$ cat src/rtl/amo_pkg.sv
// Shared encodings for the RV64A atomic sequencer: op codes, size codes,
// FSM states and the one-hot ALU result-select bit positions.
package amo_pkg;

  typedef enum logic [3:0] {
    OP_SWAP = 4'd0,
    OP_ADD  = 4'd1,
    OP_AND  = 4'd2,
    OP_OR   = 4'd3,
    OP_XOR  = 4'd4,
    OP_MAX  = 4'd5,
    OP_MIN  = 4'd6,
    OP_MAXU = 4'd7,
    OP_MINU = 4'd8,
    OP_LR   = 4'd9,
    OP_SC   = 4'd10
  } amo_op_e;

  localparam logic [3:0] SZ_W = 4'b0100;
  localparam logic [3:0] SZ_D = 4'b1000;

  typedef enum logic [2:0] {
    S_IDLE,
    S_CHK,
    S_RD,
    S_CALC,
    S_WR,
    S_DONE,
    S_FAULT
  } state_e;

  localparam int SEL_DS1 = 0;
  localparam int SEL_DS2 = 1;
  localparam int SEL_ADD = 2;
  localparam int SEL_AND = 3;
  localparam int SEL_OR  = 4;
  localparam int SEL_XOR = 5;
  localparam int SEL_MAX = 6;
  localparam int SEL_MIN = 7;

  function automatic logic [7:0] op_sel(input logic [3:0] op);
    logic [7:0] s;
    s = '0;
    case (op)
      OP_SWAP:          s[SEL_DS2] = 1'b1;
      OP_ADD:           s[SEL_ADD] = 1'b1;
      OP_AND:           s[SEL_AND] = 1'b1;
      OP_OR:            s[SEL_OR]  = 1'b1;
      OP_XOR:           s[SEL_XOR] = 1'b1;
      OP_MAX, OP_MAXU:  s[SEL_MAX] = 1'b1;
      OP_MIN, OP_MINU:  s[SEL_MIN] = 1'b1;
      default:          s = '0;
    endcase
    return s;
  endfunction

endpackage

$ cat src/rtl/amo_rsv.sv
// LR/SC reservation: one granule + size, set by LR, cleared by snoops, faults,
// flushes, SC checks and AMO writes to the same granule. Match is combinational.
module amo_rsv #(
  parameter int XLEN     = 64,
  parameter int RSV_GRAN = 6
) (
  input  logic                     clk,
  input  logic                     rst_n,
  input  logic                     set,
  input  logic                     clr,
  input  logic                     amo_wr,
  input  logic [XLEN-RSV_GRAN-1:0] gran,
  input  logic [3:0]               size,
  input  logic                     snoop_inv,
  input  logic [XLEN-RSV_GRAN-1:0] snoop_gran,
  output logic                     match
);

  logic                     valid;
  logic [XLEN-RSV_GRAN-1:0] gran_q;
  logic [3:0]               size_q;
  logic                     gran_hit;
  logic                     snoop_hit;

  assign gran_hit  = valid && (gran == gran_q);
  assign snoop_hit = valid && snoop_inv && (snoop_gran == gran_q);
  // A snoop landing in the SC check cycle must make that SC fail.
  assign match     = gran_hit && (size == size_q) && !snoop_hit;

  always_ff @(posedge clk or negedge rst_n) begin
    if (!rst_n) begin
      valid  <= 1'b0;
      gran_q <= '0;
      size_q <= '0;
    end else if (set) begin
      valid  <= !(snoop_inv && (snoop_gran == gran));
      gran_q <= gran;
      size_q <= size;
    end else if (clr || snoop_hit || (amo_wr && gran_hit)) begin
      valid  <= 1'b0;
    end
  end

endmodule

$ cat src/rtl/amo_sequencer.sv
// EX-stage RV64A sequencer: CHK -> RD -> CALC -> WR -> DONE for AMOs (5 cycles
// to done at zero-wait), LR/SC short paths; waits on mem_ack for every request.
module amo_sequencer #(
  parameter int XLEN     = 64,
  parameter int RSV_GRAN = 6
) (
  input  logic            clk,
  input  logic            rst_n,
  input  logic            amo_valid,
  input  logic [3:0]      amo_op,
  input  logic [3:0]      amo_size,
  input  logic [XLEN-1:0] amo_addr,
  input  logic [XLEN-1:0] amo_rs2,
  input  logic            flush,
  output logic            busy,
  output logic            done,
  output logic            fault,
  output logic [XLEN-1:0] rd_data,
  output logic            mem_req,
  output logic            mem_wr,
  output logic [XLEN-1:0] mem_addr,
  output logic [3:0]      mem_size,
  output logic [XLEN-1:0] mem_wdata,
  input  logic            mem_ack,
  input  logic            mem_err,
  input  logic [XLEN-1:0] mem_rdata,
  output logic [XLEN-1:0] alu_ds1,
  output logic [XLEN-1:0] alu_ds2,
  output logic [7:0]      alu_sel,
  output logic            alu_unsign,
  input  logic [XLEN-1:0] alu_result,
  input  logic            snoop_inv,
  input  logic [XLEN-1:0] snoop_addr
);
  import amo_pkg::*;

  state_e          st, nxt;
  logic [3:0]      op_q, size_q;
  logic [XLEN-1:0] addr_q, rs2_q, ld_q;
  logic            flushed_q, done_r;
  logic            legal, aligned, is_amo, flush_eff, is_req;
  logic            rsv_set, rsv_clr, rsv_amo_wr, rsv_match;
  logic [XLEN-1:0] rdata_ext;

  function automatic logic [XLEN-1:0] sext_w(input logic [3:0] sz, input logic [XLEN-1:0] d);
    if (sz == SZ_W) return {{(XLEN-32){d[31]}}, d[31:0]};
    return d;
  endfunction

  function automatic logic [XLEN-1:0] wfmt(input logic [3:0] sz, input logic [XLEN-1:0] d);
    if (sz == SZ_W) return {{(XLEN-32){1'b0}}, d[31:0]};
    return d;
  endfunction

  assign rdata_ext = sext_w(size_q, mem_rdata);
  assign legal     = (op_q <= OP_SC) && ((size_q == SZ_W) || (size_q == SZ_D));
  assign aligned   = (size_q == SZ_D) ? (addr_q[2:0] == 3'b000) : (addr_q[1:0] == 2'b00);
  assign is_amo    = (op_q < OP_LR);
  assign flush_eff = flush || flushed_q;
  assign is_req    = (nxt == S_RD) || (nxt == S_WR);

  always_comb begin
    nxt = st;
    case (st)
      S_IDLE:  if (amo_valid && !flush) nxt = S_CHK;
      S_CHK: begin
        if (flush)                   nxt = S_IDLE;
        else if (!legal || !aligned) nxt = S_FAULT;
        else if (op_q == OP_SC)      nxt = rsv_match ? S_WR : S_DONE;
        else                         nxt = S_RD;
      end
      S_RD: if (mem_ack) begin
        if (flush_eff)          nxt = S_IDLE;
        else if (mem_err)       nxt = S_FAULT;
        else if (op_q == OP_LR) nxt = S_DONE;
        else                    nxt = S_CALC;
      end
      S_CALC:  nxt = flush ? S_IDLE : S_WR;
      S_WR: if (mem_ack) begin
        if (flush_eff)    nxt = S_IDLE;
        else if (mem_err) nxt = S_FAULT;
        else              nxt = S_DONE;
      end
      default: nxt = S_IDLE;
    endcase
  end

  assign rsv_set    = (st == S_RD) && mem_ack && !mem_err && !flush_eff && (op_q == OP_LR);
  assign rsv_clr    = ((nxt == S_FAULT) && (st != S_FAULT)) ||
                      ((st == S_IDLE) && flush) ||
                      ((st == S_CHK) && (op_q == OP_SC) && !flush);
  assign rsv_amo_wr = (st == S_WR) && mem_ack && is_amo;

  amo_rsv #(.XLEN(XLEN), .RSV_GRAN(RSV_GRAN)) u_rsv (
    .clk        (clk),
    .rst_n      (rst_n),
    .set        (rsv_set),
    .clr        (rsv_clr),
    .amo_wr     (rsv_amo_wr),
    .gran       (addr_q[XLEN-1:RSV_GRAN]),
    .size       (size_q),
    .snoop_inv  (snoop_inv),
    .snoop_gran (snoop_addr[XLEN-1:RSV_GRAN]),
    .match      (rsv_match)
  );

  // A completion already registered is still suppressed if the op is killed in DONE.
  assign done = done_r && !(flush && (st == S_DONE));

  always_ff @(posedge clk or negedge rst_n) begin
    if (!rst_n) begin
      st         <= S_IDLE;
      op_q       <= '0;
      size_q     <= '0;
      addr_q     <= '0;
      rs2_q      <= '0;
      ld_q       <= '0;
      flushed_q  <= 1'b0;
      busy       <= 1'b0;
      done_r     <= 1'b0;
      fault      <= 1'b0;
      rd_data    <= '0;
      mem_req    <= 1'b0;
      mem_wr     <= 1'b0;
      mem_addr   <= '0;
      mem_size   <= '0;
      mem_wdata  <= '0;
      alu_ds1    <= '0;
      alu_ds2    <= '0;
      alu_sel    <= '0;
      alu_unsign <= 1'b0;
    end else begin
      st <= nxt;
      if ((st == S_IDLE) && amo_valid && !flush) begin
        op_q   <= amo_op;
        size_q <= amo_size;
        addr_q <= amo_addr;
        rs2_q  <= amo_rs2;
      end
      if ((st == S_RD) && mem_ack) ld_q <= rdata_ext;
      // A flush seen mid-request is remembered until the memory side acks.
      flushed_q <= ((st == S_RD) || (st == S_WR)) && flush_eff && !mem_ack;

      busy     <= (nxt != S_IDLE);
      mem_req  <= is_req;
      mem_wr   <= (nxt == S_WR);
      mem_addr <= is_req ? addr_q : '0;
      mem_size <= is_req ? size_q : '0;
      if (nxt != S_WR)
        mem_wdata <= '0;
      else if (st != S_WR)
        mem_wdata <= wfmt(size_q, (st == S_CALC) ? alu_result : rs2_q);

      alu_sel    <= (nxt == S_CALC) ? op_sel(op_q) : 8'h00;
      alu_unsign <= (nxt == S_CALC) && ((op_q == OP_MAXU) || (op_q == OP_MINU));
      alu_ds1    <= (nxt == S_CALC) ? rdata_ext : '0;
      alu_ds2    <= (nxt == S_CALC) ? sext_w(size_q, rs2_q) : '0;

      done_r <= (nxt == S_DONE) || (nxt == S_FAULT);
      fault  <= (nxt == S_FAULT);
      if (nxt == S_DONE) begin
        case (st)
          S_RD:    rd_data <= rdata_ext;
          S_CHK:   rd_data <= {{(XLEN-1){1'b0}}, 1'b1};
          S_WR:    rd_data <= (op_q == OP_SC) ? '0 : ld_q;
          default: rd_data <= '0;
        endcase
      end else begin
        rd_data <= '0;
      end
    end
  end

endmodule

$ cat config.mk
export PLATFORM = sky130hd
export DESIGN_NAME = amo_sequencer
export DESIGN_NICKNAME = d
export VERILOG_FILES = /design/src/rtl/amo_pkg.sv /design/src/rtl/amo_rsv.sv /design/src/rtl/amo_sequencer.sv
export SDC_FILE = /design/constraint.sdc
export NUM_CORES = 1
export LEC_CHECK = 0
export CORE_ASPECT_RATIO = 1.25
export CORE_MARGIN = 2
export CORE_UTILIZATION = 30
export DETAILED_ROUTE_END_ITERATION = 10
export GPL_TIMING_DRIVEN = 1
export SLEW_MARGIN = 20
export SYNTH_ARGS = -nofsm -noshare
export SYNTH_HDL_FRONTEND = slang
export SYNTH_HIERARCHICAL = 1
export SYNTH_SLANG_ARGS = --single-unit
$ cat constraint.sdc
create_clock -name clk -period 3.4 [get_ports clk]
set_input_delay 0.85 -clock clk [delete_from_list [all_inputs] [get_ports clk]]
set_output_delay 0.85 -clock clk [all_outputs]
set_load 0.01 [all_outputs]
==> summary.txt, run 1 <==
Critical path
  • Critical path type: in2reg
  • Most frequent CP cell: nand4_1
  • Crit path launch type: primary input
  • Slack of the worst reg-to-reg path: 0.18 ns
  • CP max FO: 16
  • CP endpoint kind: register
  • Slowest cell delay on critical path: 0.55 ns
  • Reg2reg path depth: 12
  • Crit-path cells: dlygate4sd2_1, xnor2_1, buf_4, nand4_1, nor4_2, nand4_1, nor4_4, nor3b_2, or4_4, buf_6, a21o_4, buf_12, a21oi_1
  • Arr. time, crit path: 3.85 ns
  • CP max stage cell: or4_4
  • Worst Path Required: 3.94 ns

Detailed routing
  • First DRT Iteration DRCs: 1143
  • Remaining DRCs: 0
  • DR WL/cell: 23.28 um
  • DRT Pass-1 Iters: 5
  • Final wirelength: 92510 um
  • Routed vias/inst: 4.806
  • Final ANT Viol Nets: 0
  • Via count: 19100

Yosys
  • Cell Area, Synth: 0.02504 mm2
  • EDFF count, synth: 0
  • Synth unique cells: 61
  • Most numerous cell in the Yosys netlist: dfrtp_1
  • Yosys top cell by area: dfrtp_1
  • Synth Instances: 2089
  • Top cells by count, synth: dfrtp_1, mux2_2, nor2_1
  • Syn Area/Cell: 11.99 um2
  • Yosys reg bits: 604
  • Area contributors post-synth: dfrtp_1, mux2_2, xnor2_1, nor2_1, mux2i_1
  • Sequential area share after synthesis: 60.35%
  • Area share of the largest cell type after synthesis: 60.35%
  • Most used DFF post-synth: dfrtp_1
  • Syn Nets: 2424
  • Async SR Flop Fraction: 100.0%
  • Synth Warn #: 6

Clock network
  • Clock Path Buffers: 3
  • TritonCTS Buffers: 66
  • CTS H-tree depth: 3
  • Clock Latency Late Sink: 0.62 ns
  • Root buffer cell: clkbuf_16
  • CTS sink count: 604
  • CTS tree: done
  • CTS clock-pin slew for the worst setup and hold paths: 0.06 ns
  • Hold buffers post-CTS: 0

Floorplan
  • Ports: 673
  • FP Rows: 118
  • Die height: 327.0 um
  • Die Area: 0.08582 mm2
  • Initial Utilization: 30.24%
  • Chip Width: 262.4 um
  • Placeable Area: 0.08283 mm2

Timing
  • Final setup viols: 0
  • Final Cycle Share: 97.61%
  • Post-layout min period: 3.319 ns
  • PnR worst setup slack: 0.08120 ns
  • Fin. Hold Viols: 0
  • Fmax: 301.3 MHz
  • Relative slew slack: 51.48%
  • Worst-Margin Slew: 0.7278 ns
  • Slew Viols, Final: 0
  • Clock skew: 0.03094 ns

Power and ir drop
  • Power per cell area: 774.7 mW/mm2
  • Overall power: 0.02825 W
  • VDD IR max: 0.4189 mV
  • LEAKAGE: 16.62 nW

Finish
  • Final Instance Count excl. Fillers: 3974
  • Share of post-route cells with drive strength above 1: 18.31%
  • Final Util: 44.03%
  • P&R area growth vs syn: 45.63%
  • Final net count: 3156

Run
  • Max-Cap Viols: 0

Global route
  • GRT overflow: 0
  • Vias in the first global route: 20190
  • Initial antenna violation count: 29
  • Largest net degree at the start of global routing: 85
  • GRT Util Overall: 20.99%
  • Global-route wire length before repair: 134200 um

Placed design
  • Dpl ws: -0.9516 ns
  • Gpl congestion: 0.9308
  • Port Buf Inserts: 665
  • Post-DP HPWL: 67990 um
  • Placed cell count: 3825

Worst hold path
  • HP Class: in2async

Run status
  • Status: completed
-- sequential cells by signal (all words and copies together) (netlist names) --
signal and count:
addr_q 64, alu_ds1 64, alu_ds2 64, ld_q 64, mem_addr 64, mem_wdata 64
rd_data 64, rs2_q 64, u_rsv/gran_q 58, alu_sel 7, mem_size 4, op_q 4
size_q 4, u_rsv/size_q 4, st 3, alu_unsign 1, busy 1, done_r 1
fault 1, flushed_q 1, mem_req 1, mem_wr 1, u_rsv/valid 1
-- path summary, 6_finish.rpt --
check,startpoint,end
max in group asynchronous,rst_n,rs2_q[23]
worst max-delay path,snoop_addr[33],alu_ds2[46]
worst min-delay path,rst_n,alu_ds1[5]
min in group clk,addr_q[4],addr_q[4]
worst min register to register,addr_q[4],addr_q[4]
worst max register to register,u_rsv/gran_q[7],alu_ds2[46]
-- repair_timing --
action | 4_1_cts | 5_1_grt
resized for setup | 29 | 45
gates cloned | 1 | 4
setup buffers | 0 | 3
pin swaps | 7 | 19
setup endpoints to repair | 333 | 333
-- where the power goes --
part	internal, W	total (W)	leakage (nW)	switching, W
combinational	0.00488	0.00971	7.63	0.00483
clock	0.00422	0.00737	1.08	0.00316
sequential	0.00927	0.0112	7.91	0.00190
total	0.0184	0.0283	16.6	0.00989
-- worst max-delay path, delay by kind of cell --
kind | cells | cell delay, ns
buffers and inverters | 4 | 0.74
AOI/OAI and AO/OA | 2 | 0.43
xor gates and xnor gates | 1 | 0.14
and+or+nand+nor | 6 | 1.66
-- logic make-up after synthesis --
logic type                Yosys count  synth area share (%)
and+or+nand+nor                   598                 11.66
xor gates and xnor gates          152                 5.316
AOI/OAI and AO/OA                 277                 7.190
other                               1               0.01497
DFF                               604                 60.35
buffers and inverters             167                 2.738
muxes                             290                 12.73
-- final cells by class --
class | count | area [um2]
inverters | 26 | 97.59
fillers | 7621 | 46360
clock inverters | 29 | 335.3
flip-flops and latches | 604 | 15110
repair buffers | 805 | 8127
well taps | 1080 | 1351
multi-input cells | 1318 | 9495
clock buffers | 91 | 1897
diodes | 21 | 52.55
-- metrics by stage --
| step | hold WS (ns) | TNS (ns) | cell area (um2) |
|---|---|---|---|
| finish | 0.2065 | 0 | 36470 |
| global route | 0.2330 | -0.01918 | 36470 |
| CTS | 0.1994 | 0 | 36160 |
| detailed placement | 0.4838 | -287.87 | 33860 |
| global placement | 0.4818 | -288.41 | 33860 |
| floorplan | 0.4702 | 0 | 25040 |
-- placed cells by master (no fill, tap or decap), types with 8 or more instances in the layout --
master	n
nand2_1	150
diode_2	21
a22oi_1	33
a21oi_2	8
a2bb2oi_1	32
a21oi_1	96
clkbuf_1	11
buf_12	26
clkdlybuf4s50_1	628
clkbuf_16	69
mux2i_1	65
dfrtp_1	604
mux2_2	224
inv_1	26
dlygate4sd2_1	16
nand4_1	29
o211ai_1	32
buf_4	107
xor2_1	54
dlymetal6s2s_1	18
and2_1	65
o21ai_0	41
nor4_1	14
clkbuf_8	13
clkinv_2	10
nor2_1	200
xnor2_1	91
nand2b_1	16
and3_1	72
-- per-layer routing --
metal  wire length, um  global-route usage, %  part of all wire [%]  vias to the layer above
li1                  -                      -                     -                     8642
met1             36350                  24.86                    39                     9605
met2             45990                  35.26                    50                      668
met3              5634                  4.728                   6.1                      176
met4              4484                  11.97                   4.8                        8
met5                51                      0                 0.055                        -
(Power assumes the default switching activity.)
==> run 2, diff against run 1 <==
--- a/config.mk
+++ b/config.mk
@@ -5,10 +5,9 @@
 export SDC_FILE = /design/constraint.sdc
 export NUM_CORES = 1
 export LEC_CHECK = 0
-export CORE_ASPECT_RATIO = 1.25
-export CORE_MARGIN = 2
-export CORE_UTILIZATION = 30
+export CORE_AREA = 2 2 266 268
 export DETAILED_ROUTE_END_ITERATION = 10
+export DIE_AREA = 0 0 268 270
 export GPL_TIMING_DRIVEN = 1
 export SLEW_MARGIN = 20
 export SYNTH_ARGS = -nofsm -noshare
==> run 2 against run 1 <==
The run now ends with negative setup slack left; sequential power hardly changed; clock skew shrank 0.014 ns; fmax is 3.2% lower.
==> summary.txt, run 2 (synthesis results as in run 1) <==
Detailed routing
  • DR WL/cell: 25.21 um (+8.3%)
  • Remaining DRCs: 0 (unchanged)
  • Via count: 19510 (+2.2%)
  • Routed vias/inst: 5.056 (+5.2%)
  • Final ANT Viol Nets: 0 (unchanged)
  • Final wirelength: 97280 um (+5.2%)
  • First DRT Iteration DRCs: 1348 (+18%)
  • DRT Pass-1 Iters: 6 (+1)

Critical path
  • Crit path launch type: primary input
  • CP max FO: 10 (-6)
  • Critical path type: in2reg
  • Crit-path leading delay family: simple AND/OR/NAND/NOR gates
  • R2r startpoint: u_rsv/gran_q[43]
  • Arr. time, crit path: 3.92 ns (+0.07 ns)
  • CP max stage cell: or4_4
  • Worst path bufs/invs: 5 (+1)
  • Critical path origin: snoop_addr[19]
  • Slowest cell delay on critical path: 0.57 ns (+0.02 ns)
  • Worst Path Required: 3.89 ns (-0.05 ns)
  • Crit-path cells: clkdlybuf4s50_1, inv_1, o22ai_1, nor3_1, buf_4, nand4_1, nor4_4, nor3b_2, or4_4, buf_6, and3_4, clkbuf_16, and3_1
  • CP endpoint kind: register

Clock network
  • Hold buffers post-CTS: 0 (unchanged)
  • CTS H-tree depth: 3 (unchanged)
  • Root buffer cell: clkbuf_16
  • TritonCTS Buffers: 69 (+4.5%)
  • CTS tree: done
  • CTS clock-pin slew for the worst setup and hold paths: 0.06 ns (about the same)
  • CTS sink count: 604 (unchanged)
  • Clock Latency Late Sink: 0.62 ns (about the same)
  • Clock Path Buffers: 3 (unchanged)

Global route
  • Initial antenna violation count: 29 (unchanged)
  • Global-route wire length before repair: 136900 um (+2.0%)
  • Largest net degree at the start of global routing: 83 (-2.4%)
  • GRT Util Overall: 25.73% (+4.7 points)
  • Vias in the first global route: 20040 (-0.74%)
  • GRT overflow: 0 (unchanged)

Timing
  • Fmax: 291.8 MHz (-3.2%)
  • Slew Viols, Final: 0 (unchanged)
  • Unrepaired setup endpoints after global routing: true
  • Clock skew: 0.01737 ns (-0.01357 ns)
  • Worst-Margin Slew: 1.165 ns (+0.4374 ns)
  • Fin. Hold Viols: 0 (unchanged)
  • Final Cycle Share: 100.8% (+3.2 points)
  • Final setup viols: 40 (+40)
  • PnR worst setup slack: -0.02697 ns (-0.1082 ns)
  • Relative slew slack: 21.66% (-30 points)
  • Hold WS: 0.2262 ns (+0.01968 ns)
  • Post-layout min period: 3.427 ns (+0.1082 ns)

Power and ir drop
  • Share of total power in the clock network: 26.4% (+0.3 points)
  • Logic gate share of total power: 35.3% (+0.9 points)
  • Sw Share: 35.18% (+0.19 points)
  • LEAKAGE: 16.85 nW (+1.3%)
  • Switching pwr: 0.01034 W (+4.6%)
  • Power per cell area: 789.8 mW/mm2 (+1.9%)
  • Pint: 0.01905 W (+3.7%)
  • Seq pwr share: 38.3% (-1.2 points)
  • VDD IR max: 0.3840 mV (-8.3%)

Finish
  • Most frequent cells in the layout: clkdlybuf4s50_1, dfrtp_1, mux2_2
  • Register area: 0.01512 mm2 (about the same)
  • Area of the multi-input gates: 0.009833 mm2 (+3.6%)
  • Commonest non-fill, non-tap cell in the layout: clkdlybuf4s50_1
  • FILL cells: 6014 (-21%)
  • Share of post-route cells with drive strength above 1: 22.23% (+3.9 points)
  • Post-route cell area: 0.03722 mm2 (+2.0%)
  • Final net count: 3183 (+0.86%)
  • P&R area growth vs syn: 48.61%

Placed design
  • Placed Area: 0.03372 mm2 (-0.41%)
  • Gpl congestion: 0.9335 (+0.29%)
  • Port Buf Inserts: 665 (unchanged)
  • Post-DP HPWL: 69140 um (+1.7%)

Floorplan
  • Chip Width: 268 um (+2.1%)
  • Placeable Area: 0.06954 mm2 (-16%)
  • Die Area: 0.07236 mm2 (-16%)
  • Ports: 673 (unchanged)
  • Initial Utilization: 36.01% (+5.8 points)
  • FP Rows: 97 (-18%)
  • Die height: 270 um (-17%)

Run status
  • Violated checks: negative setup slack
  • Status: complete, but fails checks

Worst hold path
  • HP Class: in2async

Run
  • Max-Cap Viols: 0 (unchanged)
[run 2: cell count changes in the layout (fill, tap and decap cells not counted), moves of 17 or more]
cell / change
and3_1: -30
nor2_1: -22
and2_4: +18
nor2_2: +21
a21oi_1: -17
and2_1: -18
a21oi_2: +17
and3_4: +32
[run 2: layout make-up]
class	count	area share, %
Inverter	26	0.2622
Multi-Input combinational cell	1320	26.42
Sequential cell	604	40.62
Clock buffer	96	5.369
Clock inverter	28	1.076
Antenna cell	18	0.1210
Tap cell	940	3.160
Timing Repair Buffer	827	22.97
[run 2: repair_timing]
action | CTS | global route
gates resized for setup | 59 | 129
pin swaps | 23 | 25
buffers inserted | 9 | 2
endpoints found under the setup margin | 337 | 280
cloned | 4 | 17
[run 2: worst paths after layout]
check                      slack (ns)           end  cells past startpoint
setup / recovery                -0.03  mem_addr[44]                     13
hold / removal                   0.23   alu_ds2[22]                      1
min in group clk                 0.50     addr_q[4]                      1
max in group asynchronous        2.17     rs2_q[51]                      2
setup reg to reg                    0          busy                     12
hold reg to reg                  0.50     addr_q[4]                      1
[run 2: power groups by stage]
stage / logic, W / clock network, W / registers (W)
after global placement: 0.00945 / 0 / 0.0112
after detailed placement: 0.00953 / 0 / 0.0113
final: 0.0104 / 0.00775 / 0.0113
after CTS: 0.00979 / 0.00794 / 0.0112
after floorplan: 0.00475 / 0 / 0.0109
after global routing: 0.0111 / 0.00825 / 0.0115
[run 2: per-layer routing]
metal / share of wire [%] / track usage (%) / vias to the layer above
met2: 49 / 42.05 / 706
met5: 0.16 / 0 / -
met3: 7.5 / 7.121 / 165
met4: 3.5 / 10.13 / 24
li1: - / - / 8700
met1: 40 / 32.23 / 9917
[run 2: worst register-to-register path: stages, from the launching register on]
cell       delay, ns
dfrtp_1         0.45
xnor2_1         0.49
nand4_1         0.17
nor4_1          0.33
nand4_1         0.24
nor3_1          0.21
nor3b_2         0.21
or4_4           0.18
buf_6           0.11
nand4_1         0.17
buf_12          0.27
clkbuf_16       0.19
or2_2           0.28
[run 2: stage by stage]
stage | worst slack, ns | power (W) | cells | TNS (ns) | util, %
2_1_floorplan | 0.09550 | 0.01569 | 2089 | 0 | -
3_3_place_gp | -1.147 | 0.02069 | 3688 | -356.71 | 48.49
3_5_place_dp | -1.268 | 0.02085 | 3688 | -394.35 | 48.49
4_1_cts | 0.004822 | 0.02895 | 3825 | 0 | 52.39
5_1_grt | -0.06390 | 0.03085 | 3857 | -3.598 | 53.51
6_report | -0.02697 | 0.02939 | 3859 | -0.3479 | 53.51
